$ cat src/rtl/issue_pkg.sv
// Shared types for the issue-queue slot: slot state encoding, stored uop layout
// and the branch-mask pruning helper.
package issue_pkg;

    localparam int unsigned ISSUE_PREG_W    = 7;
    localparam int unsigned ISSUE_BR_MASK_W = 12;
    localparam int unsigned ISSUE_PAYLOAD_W = 64;

    typedef enum logic [1:0] {
        S_INVALID = 2'd0,
        S_VALID_1 = 2'd1,
        S_VALID_2 = 2'd2
    } slot_state_e;

    // Everything the slot keeps besides its state; the payload is opaque.
    typedef struct packed {
        logic [ISSUE_PAYLOAD_W-1:0] payload;
        logic [ISSUE_PREG_W-1:0]    pdst;
        logic [ISSUE_PREG_W-1:0]    prs1;
        logic [ISSUE_PREG_W-1:0]    prs2;
        logic                       prs1_busy;
        logic                       prs2_busy;
        logic [ISSUE_BR_MASK_W-1:0] br_mask;
    } slot_uop_t;

    // Drop a correctly-predicted branch from a dependency mask.
    function automatic logic [ISSUE_BR_MASK_W-1:0] prune_mask(
        input logic [ISSUE_BR_MASK_W-1:0] mask,
        input logic [ISSUE_BR_MASK_W-1:0] resolved,
        input logic                       en
    );
        return en ? (mask & ~resolved) : mask;
    endfunction

endpackage

$ cat src/rtl/wakeup_match.sv
// Compares one source tag against every wakeup port and reports any hit.
module wakeup_match #(
    parameter int unsigned NUM_WAKEUP = 2,
    parameter int unsigned PREG_W     = 7
) (
    input  logic [PREG_W-1:0]            tag_i,
    input  logic [NUM_WAKEUP-1:0]        wakeup_valid_i,
    input  logic [NUM_WAKEUP*PREG_W-1:0] wakeup_pdst_i,
    output logic                         hit_o
);

    // OR-reduce over ports; several ports hitting the same tag is harmless.
    always_comb begin
        hit_o = 1'b0;
        for (int i = 0; i < NUM_WAKEUP; i++) begin
            if (wakeup_valid_i[i] && (wakeup_pdst_i[i*PREG_W +: PREG_W] == tag_i)) begin
                hit_o = 1'b1;
            end
        end
    end

endmodule

$ cat src/rtl/issue_slot_gen.sv
// One collapsing issue-queue slot: holds a uop, tracks source readiness, prunes
// or kills on branch resolution and requests issue (twice for two-part stores).
// Optional build macro ISSUE_SLOT_WAKEUP_BYPASS_EN folds same-cycle wakeups into
// the request so a woken uop can be granted in the wakeup cycle.
// Stored fields are sized by issue_pkg; the width parameters must match it.
module issue_slot_gen
    import issue_pkg::*;
#(
    parameter int unsigned NUM_WAKEUP = 2,
    parameter int unsigned PREG_W     = ISSUE_PREG_W,
    parameter int unsigned BR_MASK_W  = ISSUE_BR_MASK_W,
    parameter int unsigned PAYLOAD_W  = ISSUE_PAYLOAD_W
) (
    input  logic                         clk,
    input  logic                         reset,
    input  logic                         in_valid,
    input  logic                         in_two_part,
    input  logic [PAYLOAD_W-1:0]         in_payload,
    input  logic [PREG_W-1:0]            in_pdst,
    input  logic [PREG_W-1:0]            in_prs1,
    input  logic [PREG_W-1:0]            in_prs2,
    input  logic                         in_prs1_busy,
    input  logic                         in_prs2_busy,
    input  logic [BR_MASK_W-1:0]         in_br_mask,
    input  logic [NUM_WAKEUP-1:0]        wakeup_valid,
    input  logic [NUM_WAKEUP*PREG_W-1:0] wakeup_pdst,
    input  logic                         br_resolve_valid,
    input  logic [BR_MASK_W-1:0]         br_resolve_mask,
    input  logic                         br_mispredict,
    input  logic                         grant,
    input  logic                         kill,
    input  logic                         clear,
    output logic                         valid,
    output logic                         will_be_valid,
    output logic                         request,
    output logic                         out_valid,
    output logic                         out_two_part,
    output logic [PAYLOAD_W-1:0]         out_payload,
    output logic [PREG_W-1:0]            out_pdst,
    output logic [PREG_W-1:0]            out_prs1,
    output logic [PREG_W-1:0]            out_prs2,
    output logic                         out_prs1_busy,
    output logic                         out_prs2_busy,
    output logic [BR_MASK_W-1:0]         out_br_mask,
    output logic                         slot_two_part,
    output logic [PAYLOAD_W-1:0]         slot_payload,
    output logic [PREG_W-1:0]            slot_pdst,
    output logic [PREG_W-1:0]            slot_prs1,
    output logic [PREG_W-1:0]            slot_prs2,
    output logic                         slot_prs1_busy,
    output logic                         slot_prs2_busy,
    output logic [BR_MASK_W-1:0]         slot_br_mask
);

    slot_state_e state_q, state_d;
    slot_uop_t   uop_q, uop_d, uop_next, uop_load;

    logic hit1, hit2, in_hit1, in_hit2;
    logic is_v1, is_v2;
    logic p1_ready, p2_ready;
    logic fire, prune, mispredict, mp_kill, in_mp_kill;

    wakeup_match #(.NUM_WAKEUP(NUM_WAKEUP), .PREG_W(PREG_W)) u_match_prs1 (
        .tag_i(uop_q.prs1), .wakeup_valid_i(wakeup_valid), .wakeup_pdst_i(wakeup_pdst),
        .hit_o(hit1)
    );
    wakeup_match #(.NUM_WAKEUP(NUM_WAKEUP), .PREG_W(PREG_W)) u_match_prs2 (
        .tag_i(uop_q.prs2), .wakeup_valid_i(wakeup_valid), .wakeup_pdst_i(wakeup_pdst),
        .hit_o(hit2)
    );
    // Incoming uop sees the same wakeups so a tag produced this cycle is not lost.
    wakeup_match #(.NUM_WAKEUP(NUM_WAKEUP), .PREG_W(PREG_W)) u_match_in_prs1 (
        .tag_i(in_prs1), .wakeup_valid_i(wakeup_valid), .wakeup_pdst_i(wakeup_pdst),
        .hit_o(in_hit1)
    );
    wakeup_match #(.NUM_WAKEUP(NUM_WAKEUP), .PREG_W(PREG_W)) u_match_in_prs2 (
        .tag_i(in_prs2), .wakeup_valid_i(wakeup_valid), .wakeup_pdst_i(wakeup_pdst),
        .hit_o(in_hit2)
    );

    assign valid      = (state_q != S_INVALID);
    assign is_v1      = (state_q == S_VALID_1);
    assign is_v2      = (state_q == S_VALID_2);
    assign prune      = br_resolve_valid & ~br_mispredict;
    assign mispredict = br_resolve_valid & br_mispredict;
    assign mp_kill    = valid & mispredict & (|(uop_q.br_mask & br_resolve_mask));
    assign in_mp_kill = mispredict & (|(in_br_mask & br_resolve_mask));

`ifdef ISSUE_SLOT_WAKEUP_BYPASS_EN
    assign p1_ready = ~uop_q.prs1_busy | hit1;
    assign p2_ready = ~uop_q.prs2_busy | hit2;
`else
    assign p1_ready = ~uop_q.prs1_busy;
    assign p2_ready = ~uop_q.prs2_busy;
`endif

    // Issue request: first half of a two-part uop only needs prs1.
    always_comb begin
        unique case (state_q)
            S_VALID_1: request = p1_ready & p2_ready;
            S_VALID_2: request = p1_ready;
            default:   request = 1'b0;
        endcase
    end

    // A grant without a request is ignored.
    assign fire          = grant & request;
    assign will_be_valid = valid & ~kill & ~mp_kill & ~(fire & is_v1);

    // Held uop after this cycle's wakeups, pruning and grant.
    always_comb begin
        uop_next           = uop_q;
        uop_next.prs1_busy = uop_q.prs1_busy & ~hit1 & ~(fire & is_v2);
        uop_next.prs2_busy = uop_q.prs2_busy & ~hit2;
        uop_next.br_mask   = prune_mask(uop_q.br_mask, br_resolve_mask, prune);
    end

    // Incoming uop filtered by this cycle's wakeups and pruning.
    always_comb begin
        uop_load.payload   = in_payload;
        uop_load.pdst      = in_pdst;
        uop_load.prs1      = in_prs1;
        uop_load.prs2      = in_prs2;
        uop_load.prs1_busy = in_prs1_busy & ~in_hit1;
        uop_load.prs2_busy = in_prs2_busy & ~in_hit2;
        uop_load.br_mask   = prune_mask(in_br_mask, br_resolve_mask, prune);
    end

    // Next state in priority order: kill, mispredict, clear/load, grant, hold.
    always_comb begin
        state_d = state_q;
        uop_d   = uop_next;
        if (kill || mp_kill) begin
            state_d = S_INVALID;
        end else if (clear || !valid) begin
            if (in_valid && !in_mp_kill) begin
                state_d = in_two_part ? S_VALID_2 : S_VALID_1;
                uop_d   = uop_load;
            end else begin
                state_d = S_INVALID;
            end
        end else if (fire) begin
            state_d = is_v2 ? S_VALID_1 : S_INVALID;
        end
    end

    // Slot state and contents; reset drops the slot immediately.
    always_ff @(posedge clk or posedge reset) begin
        if (reset) begin
            state_q <= S_INVALID;
            uop_q   <= '0;
        end else begin
            state_q <= state_d;
            uop_q   <= uop_d;
        end
    end

    // Compaction view for the slot below.
    assign out_valid     = will_be_valid;
    assign out_two_part  = will_be_valid & is_v2 & ~fire;
    assign out_payload   = uop_next.payload;
    assign out_pdst      = uop_next.pdst;
    assign out_prs1      = uop_next.prs1;
    assign out_prs2      = uop_next.prs2;
    assign out_prs1_busy = uop_next.prs1_busy;
    assign out_prs2_busy = uop_next.prs2_busy;
    assign out_br_mask   = uop_next.br_mask;

    assign slot_two_part  = is_v2;
    assign slot_payload   = uop_q.payload;
    assign slot_pdst      = uop_q.pdst;
    assign slot_prs1      = uop_q.prs1;
    assign slot_prs2      = uop_q.prs2;
    assign slot_prs1_busy = uop_q.prs1_busy;
    assign slot_prs2_busy = uop_q.prs2_busy;
    assign slot_br_mask   = uop_q.br_mask;

endmodule

$ cat config.mk
export PLATFORM = sky130hd
export DESIGN_NAME = issue_slot_gen
export DESIGN_NICKNAME = d
export VERILOG_FILES = /design/src/rtl/issue_pkg.sv /design/src/rtl/wakeup_match.sv /design/src/rtl/issue_slot_gen.sv
export SDC_FILE = /design/constraint.sdc
export NUM_CORES = 1
export LEC_CHECK = 0
export ABC_AREA = 1
export BUFFER_PORTS_ARGS = -buffer_cell sky130_fd_sc_hd__clkbuf_2
export CAP_MARGIN = 20
export CORE_AREA = 2 2 134 136
export DETAILED_ROUTE_END_ITERATION = 6
export DIE_AREA = 0 0 136 138
export HOLD_SLACK_MARGIN = 0.1
export PLACE_DENSITY = 0.75
export SLEW_MARGIN = 10
export SYNTH_ARGS = -nofsm -noshare
export SYNTH_HDL_FRONTEND = slang
export SYNTH_SLANG_ARGS = --single-unit
$ cat constraint.sdc
create_clock -name clk -period 6.1 [get_ports clk]
set_clock_uncertainty 0.05 [all_clocks]
set_input_delay 0.915 -clock clk [delete_from_list [all_inputs] [get_ports clk]]
set_output_delay 0.915 -clock clk [all_outputs]
set_load 0.01 [all_outputs]
* After elaboration in Yosys (flattened, before gate mapping)
Cells that the tools add are included.
Storage, ports and cells: input port bits 136, memories 0, bits in latches 0, ROM bits 0, bits in writable memories 0, register bits 101
Operators by class: magnitude comparators 0, bitwise logic cells 37, eq/ne operators 10, add/sub/neg operators 0, reduce and logical (&&, ||, !) cells 18, muxes and demuxes 20, shifts and indexed selects 0, div/mod/pow operators 0, multipliers 0
Operators by type and width (number):
- $eq A7 B7 Y1 | 8
- $and A12 B12 Y12 | 4
- $mux W14 | 3
- $mux W12 | 2
- $reduce_or A12 Y1 | 2
- $and A1 B1 Y1 | 19
- $not A1 Y1 | 13
- $not A12 Y12 | 1
- $mux W2 | 5
- $logic_and A1 B1 Y1 | 9
- $mux W1 | 9
- $reduce_and A3 Y1 | 1
- $reduce_bool A3 Y1 | 1
- $eq A2 B1 Y1 const B | 1
- $eq A2 B2 Y1 const B | 1
- $logic_not A1 Y1 | 2
- $logic_or A1 B1 Y1 | 2
- $pmux W1 S2 | 1
- $reduce_bool A2 Y1 | 1

* Depth between registers and ports, before layout
depth after elaboration 10, depth in mapped cells 12, mapped depth without buffers 12

* Hierarchy
A second synthesis with hierarchy kept.
Second synthesis, totals: cells, all modules 1081, area, all modules 7113.1 um2
Modules (own cells, without submodules):
- issue_slot_gen | area an instance 5831.8 um2, seq. area each 2527.4 um2, cells an instance 761, instances 1
- wakeup_match | area an instance 320.3 um2, seq. area each 0.0 um2, cells an instance 80, instances 4

* Least setup slack after synthesis
Ideal clock, no wire load.
kind input to output, start input br_resolve_mask[9], end output will_be_valid, data required time 5.135 ns, buffers on the path 1, path slack 3.287 ns, stages 8, arrival 1.848 ns, cells stage by stage nand2_1 nand2_1 nor2_1 nand3_1 nand2_1 nand2_1 nor3_1 buf_4
On the way: word-level cells in the longest chain between the ends 6
Ends and longest elaborated chain:
- start: declaration | line issue_slot_gen.sv:28 | input logic [BR_MASK_W-1:0] br_resolve_mask,
- $and A12 B12 Y12 | line issue_slot_gen.sv:86 | assign mp_kill = valid & mispredict & (|(uop_q.br_mask & br_resolve_mask));
- $reduce_or A12 Y1 | line issue_slot_gen.sv:86
- $and A1 B1 Y1 | line issue_slot_gen.sv:86
- $not A1 Y1 | line issue_slot_gen.sv:108 | assign will_be_valid = valid & ~kill & ~mp_kill & ~(fire & is_v1);
- $and A1 B1 Y1 (2 in series) | line issue_slot_gen.sv:108
- end: declaration | line issue_slot_gen.sv:34 | output logic will_be_valid,
No other way between the ends.

* Final worst setup path
start input br_resolve_mask[8], end output out_valid
On the way: word-level cells in the longest chain between the ends 6
Ends and longest elaborated chain:
- $and A12 B12 Y12 | line issue_slot_gen.sv:86
- $reduce_or A12 Y1 | line issue_slot_gen.sv:86
- $and A1 B1 Y1 | line issue_slot_gen.sv:86
- $not A1 Y1 | line issue_slot_gen.sv:108
- $and A1 B1 Y1 (2 in series) | line issue_slot_gen.sv:108
- end: declaration | line issue_slot_gen.sv:36 | output logic out_valid,
No other way between the ends.

==> metrics.md <==
| Metric | Value |
|---|---|
| Status | `finished, final reports clean` |
| Vias post-DR | `6090` |
| LEAKAGE | `between 4 and 5 nW` |
| Clock slew at reported path FFs | `around 0.070 ns` |
| # fillers | `1800` |
| Final std cells w/o fill | `1314` |
| DR WL/cell | `14.3 um` |
| Final setup vio count | `0` |
| FMAX | `320 MHz` |
| Area of the mapped netlist | `about 6000 um^2` |
| TritonRoute pass-1 iters | `5` |
| Worst slew margin | `0.354` |
| Flops & latches, synth | `101` |
| Slew @ Worst Pin | `0.970 ns` |
| Commonest cells post-synth | `nand2_1 (317), o21ai_0 (128), dfrtp_1 (101), inv_1 (91), buf_4 (87)` |
| TritonCTS Buffers | `9` |
| Final nets | `1219` |
| Later-pin clock latency in the skew report | `between 0.3 and 0.4 ns` |
| Tot GR Track Use | `0.193` |
| Horiz. Die Dim | `~140 um` |
| Worst IR Drop VDD | `approximately 0.14 mV` |
| HPWL after DPL | `14400 um` |
| CTS tree | `done` |
| Final critical-path required period | `3.13 ns` |
| Vias in the first global route | `5542` |
| Setup Fix Bufs, Post-CTS | `0` |
| Dpl cells | `1298` |
| Setup ws final | `2.97 ns` |
| Synth top area cells | `dfrtp_1 (42%), nand2_1 (20%), buf_4 (11%)` |
| Finished Core Util | `0.428` |
| Vias per cell | `4.63` |
| Required @ worst endpoint | `a little over 5 ns` |
| CP arrival | `2.16 ns` |
| CP Max Fanout | `4` |
| Critical path, cell by cell | `clkbuf_2, nand2_1, nand2_1, nor2_1, nand3_1, nand2_1, nand2_1, nor3_1, clkbuf_2` |
| Area leader, netlist | `dfrtp_1` |
| NetSw | `~0.86 mW` |
| Most common cell in the netlist | `nand2_1` |
| Slowest library cell on the worst path | `nor3_1` |
| Core footprint | `17500 um^2` |
| Final TNS setup | `0 ns` |
| Final Hold Vio Count | `0` |
| IO Count | `340` |
| # diodes | `0` |
| Chip height | `between 100 and 150 um` |
| Register area share after synthesis | `0.420` |
| H-tree Lvls | `3` |
| CTS Root Cell | `clkbuf_16` |
| Final cycle utilization of the critical path | `0.512` |
| DR iter-0 viols | `336` |
| Total die area | `18800 um^2` |
| Remaining DRCs | `0` |
| Max_cap viols | `0` |
| Cts hold-fix bufs | `0` |
| Critical Path End Type | `output pin` |
| Part of the power in combinational logic | `0.340` |
| Number of synthesized flops with an enable pin | `0` |
| Post-CTS sizing | `0` |
| Antenna viol nets, final | `0` |
| Area share of the largest cell type after synthesis | `0.420` |
| Yosys cell types | `21` |
| Mapped Nets | `982` |
| Pin count of the biggest net entering global routing | `79` |
| Worst slack at placement | `2.76 ns` |
| Worst hold-check path type | `register to register` |
| Proportion of layout cells with a drive suffix above 1 | `0.335` |
| Syn. warnings | `0` |
| CTS max path bufs | `2` |
| FFs w/ async S/R, synth | `1.00` |
| Clk pwr share | `0.247` |
| First-pass GRT wire length | `28600 um` |
| Synthesis-to-finish area growth | `24.8%` |
| Cell mode on critical path | `nand2_1` |
| Rows | `49` |
| Crit path launch type | `input pin` |
| RD Place Congestion | `0.944` |
| Main synth FF type | `dfrtp_1` |
| Avg Cell Area, Syn | `7.13 um^2` |
| RSZ-0062 raised after global routing | `no` |
| Initial antenna violation count | `0` |
| Starting Density | `0.343` |
| Pins over their slew limit | `0` |
| WL final | `18800 um` |
| CP max stage delay | `0.38 ns` |
| Critical path class | `input pin to output pin` |
| Grt total ovfl | `0` |
| Clk sinks | `just over 100` |
| Sw Ratio | `0.384` |
| Sequential power share | `0.414` |
| Cells after Synth | `843` |
| Port Buffers | `339` |
| Internal power | `1.38 mW` |
| Power Density | `between 200 and 300 nW/um^2` |
## path summary, 6_finish.rpt
kind                                    start              end  slack (ns)  cells past startpoint
max reg2reg                        state_q[0]  slot_br_mask[5]        3.23                      8
min                                state_q[1]       state_q[1]        0.47                      2
max                        br_resolve_mask[8]        out_valid        2.97                      9
min in group asynchronous               reset      out_prs2[6]        0.59                      2
max in group asynchronous               reset      out_pdst[1]        4.27                      3
min reg2reg                        state_q[1]       state_q[1]        0.47                      2
## kinds of logic (layout without fill, tap and decap cells)
| kind of cell | Yosys count | count (layout) | synth area share |
|---|---|---|---|
| flip-flops | 101 | 101 | 0.420 |
| adder cells (fa/ha/maj) | 3 | 3 | 0.00624 |
| AO/OA/AOI/OAI | 139 | 139 | 0.117 |
| buffers and inverters | 208 | 450 | 0.192 |
| XOR/XNOR | 5 | 5 | 0.00728 |
| AND/OR/NAND/NOR | 387 | 387 | 0.257 |
## cell usage in the layout, fill, tap and decap left out
cell type,instances
clkbuf_2,339
nand2_1,316
o21ai_0,128
dfrtp_1,101
inv_1,90
nor2_1,29
nand3_1,19
nand4_1,12
clkbuf_16,9
a21oi_1,7
nor3_1,5
o211ai_1,4
clkinv_4,4
buf_4,4
xnor2_1,3
ha_1,3
xor2_1,2
or2_2,2
nand2_2,1
nand3_2,1
nor2_8,1
nor4_1,1
inv_4,1
clkinv_8,1
inv_6,1
clkbuf_1,1
## final cells by class
class,instances,area [um^2],area share
clock buffer,10,229,0.0305
clock inverter,6,60.1,0.00800
inverter,91,344,0.0458
multi-input combinational,534,2330,0.311
sequential,101,2530,0.337
tap,229,287,0.0382
timing repair buffer,343,1730,0.230
## worst max-delay path: cells and delay by family
| family | cells | cell delay [ns] |
|---|---|---|
| AND/OR/NAND/NOR | 7 | 0.93 |
| buffers and inverters | 2 | 0.32 |
## stage by stage
step / hold slack (ns) / total power [mW] / area, um^2
after floorplan: 0.425 / 1.45 / 6010
after CTS: 0.478 / 2.28 / 7510
after detailed placement: 0.461 / 1.71 / 7220
after global routing: 0.494 / 2.40 / 7510
final: 0.473 / 2.25 / 7510
after global placement: 0.446 / 1.70 / 7220
## registers in the layout, indices dropped and copies added, names as in the netlist
register / cells
out_prs1: 7
state_q: 2
slot_br_mask: 12
out_pdst: 7
out_payload: 64
out_prs2: 7
slot_prs1_busy: 1
slot_prs2_busy: 1
## per-layer routing
layer | vias up | share of wire | routed length (um) | track usage
met5 | - | 0 | 0 | 0
li1 | 3018 | - | - | -
met4 | 0 | 0.016 | 308 | 0.0477
met1 | 2763 | 0.41 | 7780 | 0.240
met3 | 19 | 0.078 | 1460 | 0.0447
met2 | 290 | 0.49 | 9210 | 0.336
## power by group through the flow
stage | clock network, mW | logic (mW) | registers, mW
after floorplan | 0 | 0.479 | 0.971
after global placement | 0 | 0.762 | 0.937
after detailed placement | 0 | 0.772 | 0.942
after CTS | 0.576 | 0.773 | 0.932
after global routing | 0.600 | 0.849 | 0.951
final | 0.555 | 0.763 | 0.930
(Power assumes the default switching activity.)
